[config.mk]
export PLATFORM = sky130hd
export DESIGN_NAME = if_fetch_unit
export DESIGN_NICKNAME = d
export VERILOG_FILES = /design/src/rtl/fetch_pkg.sv /design/src/rtl/if_fetch_unit.sv
export SDC_FILE = /design/constraint.sdc
export NUM_CORES = 1
export LEC_CHECK = 0
export ABC_AREA = 1
export CORE_MARGIN = 5
export CORE_UTILIZATION = 53
export CTS_BUF_LIST = sky130_fd_sc_hd__clkbuf_8
export DETAILED_ROUTE_END_ITERATION = 10
export GPL_TIMING_DRIVEN = 0
export HOLD_SLACK_MARGIN = 0.03
export PLACE_DENSITY_LB_ADDON = 0.2
export SYNTH_ARGS = -nofsm -noshare
export SYNTH_HDL_FRONTEND = slang
export SYNTH_SLANG_ARGS = --single-unit
[constraint.sdc]
create_clock -name clk -period 2.7 [get_ports clk]
set_input_delay 0.54 -clock clk [delete_from_list [all_inputs] [get_ports clk]]
set_output_delay 0.54 -clock clk [all_outputs]
set_load 0.005 [all_outputs]
[src/rtl/fetch_pkg.sv]
// Shared types and constants for the instruction fetch unit.
package fetch_pkg;

    typedef enum logic {
        ST_FETCH = 1'b0,
        ST_HOLD  = 1'b1
    } fetch_state_e;

    localparam int unsigned INSTR_BYTES      = 4;
    localparam logic [31:0] DEFAULT_RESET_PC = 32'h0000_0000;

    typedef struct packed {
        fetch_state_e state;
        logic         kill;
    } fetch_dbg_t;

endpackage

[src/rtl/if_fetch_unit.sv]
// Instruction fetch unit: one outstanding memory request, one buffered instruction,
// with branch redirects that can arrive while a request is still waiting.
module if_fetch_unit
    import fetch_pkg::*;
#(
    parameter logic [31:0] RESET_PC = DEFAULT_RESET_PC
) (
    input  logic        clk,
    input  logic        rst,
    input  logic        freeze,
    input  logic        branch_taken,
    input  logic [31:0] branch_addr,
    input  logic [31:0] imem_rdata,
    input  logic        imem_ready,
    output logic        imem_req,
    output logic [31:0] imem_addr,
    output logic [31:0] PC,
    output logic [31:0] Instruction,
    output logic        fetch_stall,
    output fetch_dbg_t  dbg
);

    localparam logic [31:0] STEP = 32'(INSTR_BYTES);

    fetch_state_e state_q, state_d;
    logic [31:0]  pc_reg_q, pc_reg_d;
    logic [31:0]  redirect_q, redirect_d;
    logic         kill_q, kill_d;
    logic [31:0]  pc_out_q, pc_out_d;
    logic [31:0]  instr_q, instr_d;

    always_ff @(posedge clk) begin
        if (rst) begin
            state_q    <= ST_FETCH;
            pc_reg_q   <= RESET_PC;
            redirect_q <= '0;
            kill_q     <= 1'b0;
            pc_out_q   <= '0;
            instr_q    <= '0;
        end else begin
            state_q    <= state_d;
            pc_reg_q   <= pc_reg_d;
            redirect_q <= redirect_d;
            kill_q     <= kill_d;
            pc_out_q   <= pc_out_d;
            instr_q    <= instr_d;
        end
    end

    always_comb begin
        state_d    = state_q;
        pc_reg_d   = pc_reg_q;
        redirect_d = redirect_q;
        kill_d     = kill_q;
        pc_out_d   = pc_out_q;
        instr_d    = instr_q;
        unique case (state_q)
            ST_FETCH: begin
                if (branch_taken) begin
                    // The address bus must stay put until the memory answers, so an
                    // early redirect is parked and applied when the stale word returns.
                    if (imem_ready) begin
                        pc_reg_d = branch_addr;
                        kill_d   = 1'b0;
                    end else begin
                        redirect_d = branch_addr;
                        kill_d     = 1'b1;
                    end
                end else if (imem_ready) begin
                    if (kill_q) begin
                        pc_reg_d = redirect_q;
                        kill_d   = 1'b0;
                    end else begin
                        instr_d  = imem_rdata;
                        pc_out_d = pc_reg_q + STEP;
                        state_d  = ST_HOLD;
                    end
                end
            end
            ST_HOLD: begin
                if (branch_taken) begin
                    pc_reg_d = branch_addr;
                    state_d  = ST_FETCH;
                end else if (!freeze) begin
                    pc_reg_d = pc_reg_q + STEP;
                    state_d  = ST_FETCH;
                end
            end
            default: state_d = ST_FETCH;
        endcase
    end

    assign imem_req    = (state_q == ST_FETCH);
    assign fetch_stall = (state_q == ST_FETCH);
    assign imem_addr   = pc_reg_q;
    assign PC          = pc_out_q;
    assign Instruction = instr_q;
    assign dbg         = '{state: state_q, kill: kill_q};

endmodule

## Yosys cells after proc, flatten, opt, wreduce, memory -nomap -nowiden

Cells that the tools add are included.

| storage, ports and cells | value |
|---|---|
| flip-flop bits (word level) | 130 |
| word-level logic and storage cells | 35 |
| output and inout bits | 100 |

| cells by class | value |
|---|---|
| bitwise gates (word level) | 4 |
| add/sub/neg operators | 1 |
| multiplexer cells | 16 |
| equality and inequality tests | 3 |
| reduce and logical (&&, ||, !) cells | 5 |

Operators by type and width:

| operator | count |
|---|---|
| $mux W32 | 6 |
| $pmux W32 S2 | 1 |
| $add A32 B3 Y32 const B | 1 |
| $mux W1 | 8 |
| $reduce_and A3 Y1 | 2 |
| $not A1 Y1 | 4 |
| $reduce_and A4 Y1 | 1 |
| $ne A3 B2 Y1 const B | 1 |
| $ne A3 B3 Y1 const B | 1 |
| $ne A2 B2 Y1 const B | 1 |
| $pmux W1 S2 | 1 |
| $reduce_and A2 Y1 | 1 |
| $reduce_bool A2 Y1 | 1 |

## Depth between registers and ports, before layout

| depth | value |
|---|---|
| depth after elaboration | 4 |
| mapped depth | 11 |

## Least setup slack after synthesis

OpenSTA, ideal clock, no wires.

| timing path | value |
|---|---|
| kind | input to register |
| start point | input port branch_taken |
| end point | register instr_q[10], in the netlist Instruction[10] |
| slack | 1088 ps |
| stages on the path | 9 |
| arrival time | 1496 ps |
| cell sequence | buf_4 nor2_4 nand2_1 nor2_4 inv_2 buf_6 buf_2 nor2_1 nor2_1 |

| between the ends | value |
|---|---|
| cells in the longest elaborated chain, start to end | 2 |

Ends and longest elaborated chain:

| what | line | source |
|---|---|---|
| from (decl) | if_fetch_unit.sv:11 | `input logic branch_taken,` |
| $not A1 Y1 (no line) | - |  |
| $reduce_and A4 Y1 (no line) | - |  |
| to (signal assigned) | if_fetch_unit.sv:46 | `instr_q <= instr_d;` |
| to (decl) | if_fetch_unit.sv:30 | `logic [31:0] instr_q, instr_d;` |

No other way between the ends.
A chain may end at the register's enable or synchronous reset.

## Final worst setup path

| timing path | value |
|---|---|
| start point | register state_q |
| end point | output port imem_req |

| between the ends | value |
|---|---|
| cells in the longest elaborated chain, start to end | 1 |

Ends and longest elaborated chain:

| what | line | source |
|---|---|---|
| from (decl) | if_fetch_unit.sv:25 | `fetch_state_e state_q, state_d;` |
| from (signal assigned) | if_fetch_unit.sv:41 | `state_q <= state_d;` |
| $not A1 Y1 (no line) | - |  |
| to (decl) | if_fetch_unit.sv:15 | `output logic imem_req,` |

No other way between the ends.

==> impl_metrics.toml <==
[clocking]
clk_pin_slew_worst_paths_ns = 0.07
tritoncts = "yes"
cts_made_buffers = 17
cts_sinks = 130
worstSkewPairLatency_ns = 0.44
cts_max_path_buffers = 2
cts_resized = 0
post_cts_buffers = 0
cts-root-buf = "clkbuf_8"
cts_hold_buf = 0
htree_levels = 4

[finish]
fill_cells = 882
n_antenna_cell = 0
area_growth_pct = 38.2
seqCellArea_mm2 = 0.00260
drive_above_1_share = 0.0714
multiInputGateArea_mm2 = 0.00279
nets = 1095

[flow_run]
cap_violations = 0

[grt]
antenna_found_initial = 0
grt_max_degree = 17
grt_pass1_vias = 5796
grt_pass1_wl_mm = 29.4
overflow = 0
grt_usage = 0.280

[worst_setup_path]
path_max_fanout = 6
crit_arrival_ns = 1.60
end_kind = "output port"
ff2ff_setup_slack_ns = 0.83
required_ns = 2.16
criticalPathCategory = "reg -> out"
start_kind = "register"

[timing]
maxSlewViolCount = 0
fin_skew_ns = 0.0116
rsz0062_at_grt = "no"
setup_viol = 0
hold_viol_final = 0
worst_slew_pin_slew_ns = 0.692
period_share = 0.793
finalSetupTns_ns = 0
hold_slack_ns = 0.457
max_freq_ghz = 0.467
finalCriticalPeriod_ns = 2.14
maxSlewHeadroom = 0.538

[die]
die_h_um = 116
dieArea_mm2 = 0.0134
start_util = 0.543
coreArea_mm2 = 0.0109
fp-row-count = 38
ios = 169
die_x_um = 116

[hold_path]
hold_path.class = "reg -> reg"

[logic_synthesis]
synthTopCellsByArea = "dfxtp_1 44%, nor2_1 13%, o21ai_0 10%, nand2_1 7.6%, inv_1 4.3%"
synthArstFlopShare = 0
ys_seq_elements = 130
synth_top_area_frac = 0.440
yosysWarnings = 0
ys_types = 33
synthFlopType = "dfxtp_1"
syn_inst = 839
netlist_area_mm2 = 0.00591
synth-edff-count = 0
syn-num-nets = 909
yosysTopAreaCell = "dfxtp_1"
syn_area_per_cell_um2 = 7.05
yosysSeqAreaShare = 0.440

[detailed_routing]
first_pass_iters = 5
num_vias = 6141
drt_wl_total_mm = 18.6
ant_nets = 0
via_per_inst = 5.22
drc = 0
drt-initial-drc-count = 524
wl_per_cell_um = 15.8

[power_and_ir_drop]
leakage_nw = 3.36
vdd_drop_max_mv = 0.418
power_density_mw_per_mm2 = 586

[run_status]
status = "finished clean"

[placement]
post-dp-hpwl_mm = 13.8
gp_congestion = 0.954
port-buffer-count = 167
## worst paths after layout
path / from / endpoint / cells after the start
worst max register to register: imem_addr[2]$_SDFFE_PP0P_ / imem_addr[18]$_SDFFE_PP0P_ / 8
worst min register to register: redirect_q[1]$_SDFFE_PP0P_ / redirect_q[1]$_SDFFE_PP0P_ / 2
worst max-delay path: state_q$_SDFF_PP0_ / imem_req / 3
worst min-delay path: redirect_q[1]$_SDFFE_PP0P_ / redirect_q[1]$_SDFFE_PP0P_ / 2
## power breakdown
group,switching [mW],internal (mW),total (mW)
Sequential,0.117,2.07,2.18
Combinational,0.423,0.446,0.869
Clock,0.762,0.973,1.73
## per-stage QoR
step                setup slack (ns)  power [mW]  instances  utilization  cell area (um^2)
detailed placement             0.246        3.08       1146        0.713              7760
CTS                            0.541        4.79       1177        0.751              8170
global placement               0.308        3.07       1146        0.713              7760
global route                   0.446        4.99       1177        0.751              8170
finish                         0.559        4.79       1177        0.751              8170
floorplan                       1.09        2.59        839            -              5910
## sequential cells by signal, indices dropped and copies added, names as in the netlist
register	flops
Instruction	32
PC	32
imem_addr	32
kill_q	1
redirect_q	32
state_q	1
## cell usage after synthesis (2+ instances only)
cell      count
xor2_1       10
buf_2        16
a31oi_1       4
nand2_2       4
nand4_1       2
buf_4         7
o21ai_1       5
nand3b_1      5
clkbuf_1     23
a22o_1       10
o21ai_0     124
xnor2_1       5
nand3_1      12
buf_6         3
clkinv_1      2
a21oi_1      47
a22oi_1       4
inv_1        67
nor2_1      204
nor2_2        4
and2_1        2
dfxtp_1     130
a211oi_1     12
a21o_1        3
nand2_1     119
nor2_4        8
## final cells by class
class | instances | area share
inverters | 71 | 0.0329
clock buffers | 20 | 0.0337
repair buffers | 167 | 0.205
flip-flops and latches | 130 | 0.318
well taps | 140 | 0.0214
plain buffers | 49 | 0.0309
clock inverters | 11 | 0.0168
multi-input cells | 589 | 0.341
## worst max-delay path, stage by stage (launching register included)
cell and delay (ns):
dfxtp_1 0.49, inv_1 0.10, buf_4 0.14, clkdlybuf4s50_1 0.43
## metal layers
metal | wire length (um) | global-route usage | vias to the layer above
met3 | 1740 | 0.0674 | 30
met2 | 8700 | 0.462 | 283
met4 | 290 | 0.0758 | 0
met5 | 0 | 0 | -
li1 | - | - | 3069
met1 | 7830 | 0.369 | 2759
## kinds of logic after synthesis
logic type,synth area share
AND/OR/NAND/NOR,0.250
XOR/XNOR,0.0222
AO/OA/AOI/OAI,0.198
adder cells (fa/ha/maj),0.00212
buffers and inverters,0.0883
flip-flops,0.440
## layout by cell type, fill, tap and decap left out, types with 3 or more instances in the layout
| cell | n |
|---|---|
| a211oi_1 | 12 |
| a21o_1 | 3 |
| a21oi_1 | 47 |
| a22o_1 | 10 |
| a22oi_1 | 4 |
| a31oi_1 | 4 |
| buf_2 | 16 |
| buf_4 | 7 |
| buf_6 | 3 |
| bufinv_16 | 3 |
| clkbuf_1 | 23 |
| clkbuf_8 | 20 |
| clkdlybuf4s50_1 | 167 |
| clkinv_2 | 3 |
| dfxtp_1 | 130 |
| inv_1 | 69 |
| nand2_1 | 119 |
| nand2_2 | 4 |
| nand3_1 | 12 |
| nand3b_1 | 5 |
| nor2_1 | 204 |
| nor2_2 | 4 |
| nor2_4 | 8 |
| o21ai_0 | 124 |
| o21ai_1 | 5 |
| xnor2_1 | 5 |
| xor2_1 | 10 |
Note: power is estimated with default switching activity, not from simulation.
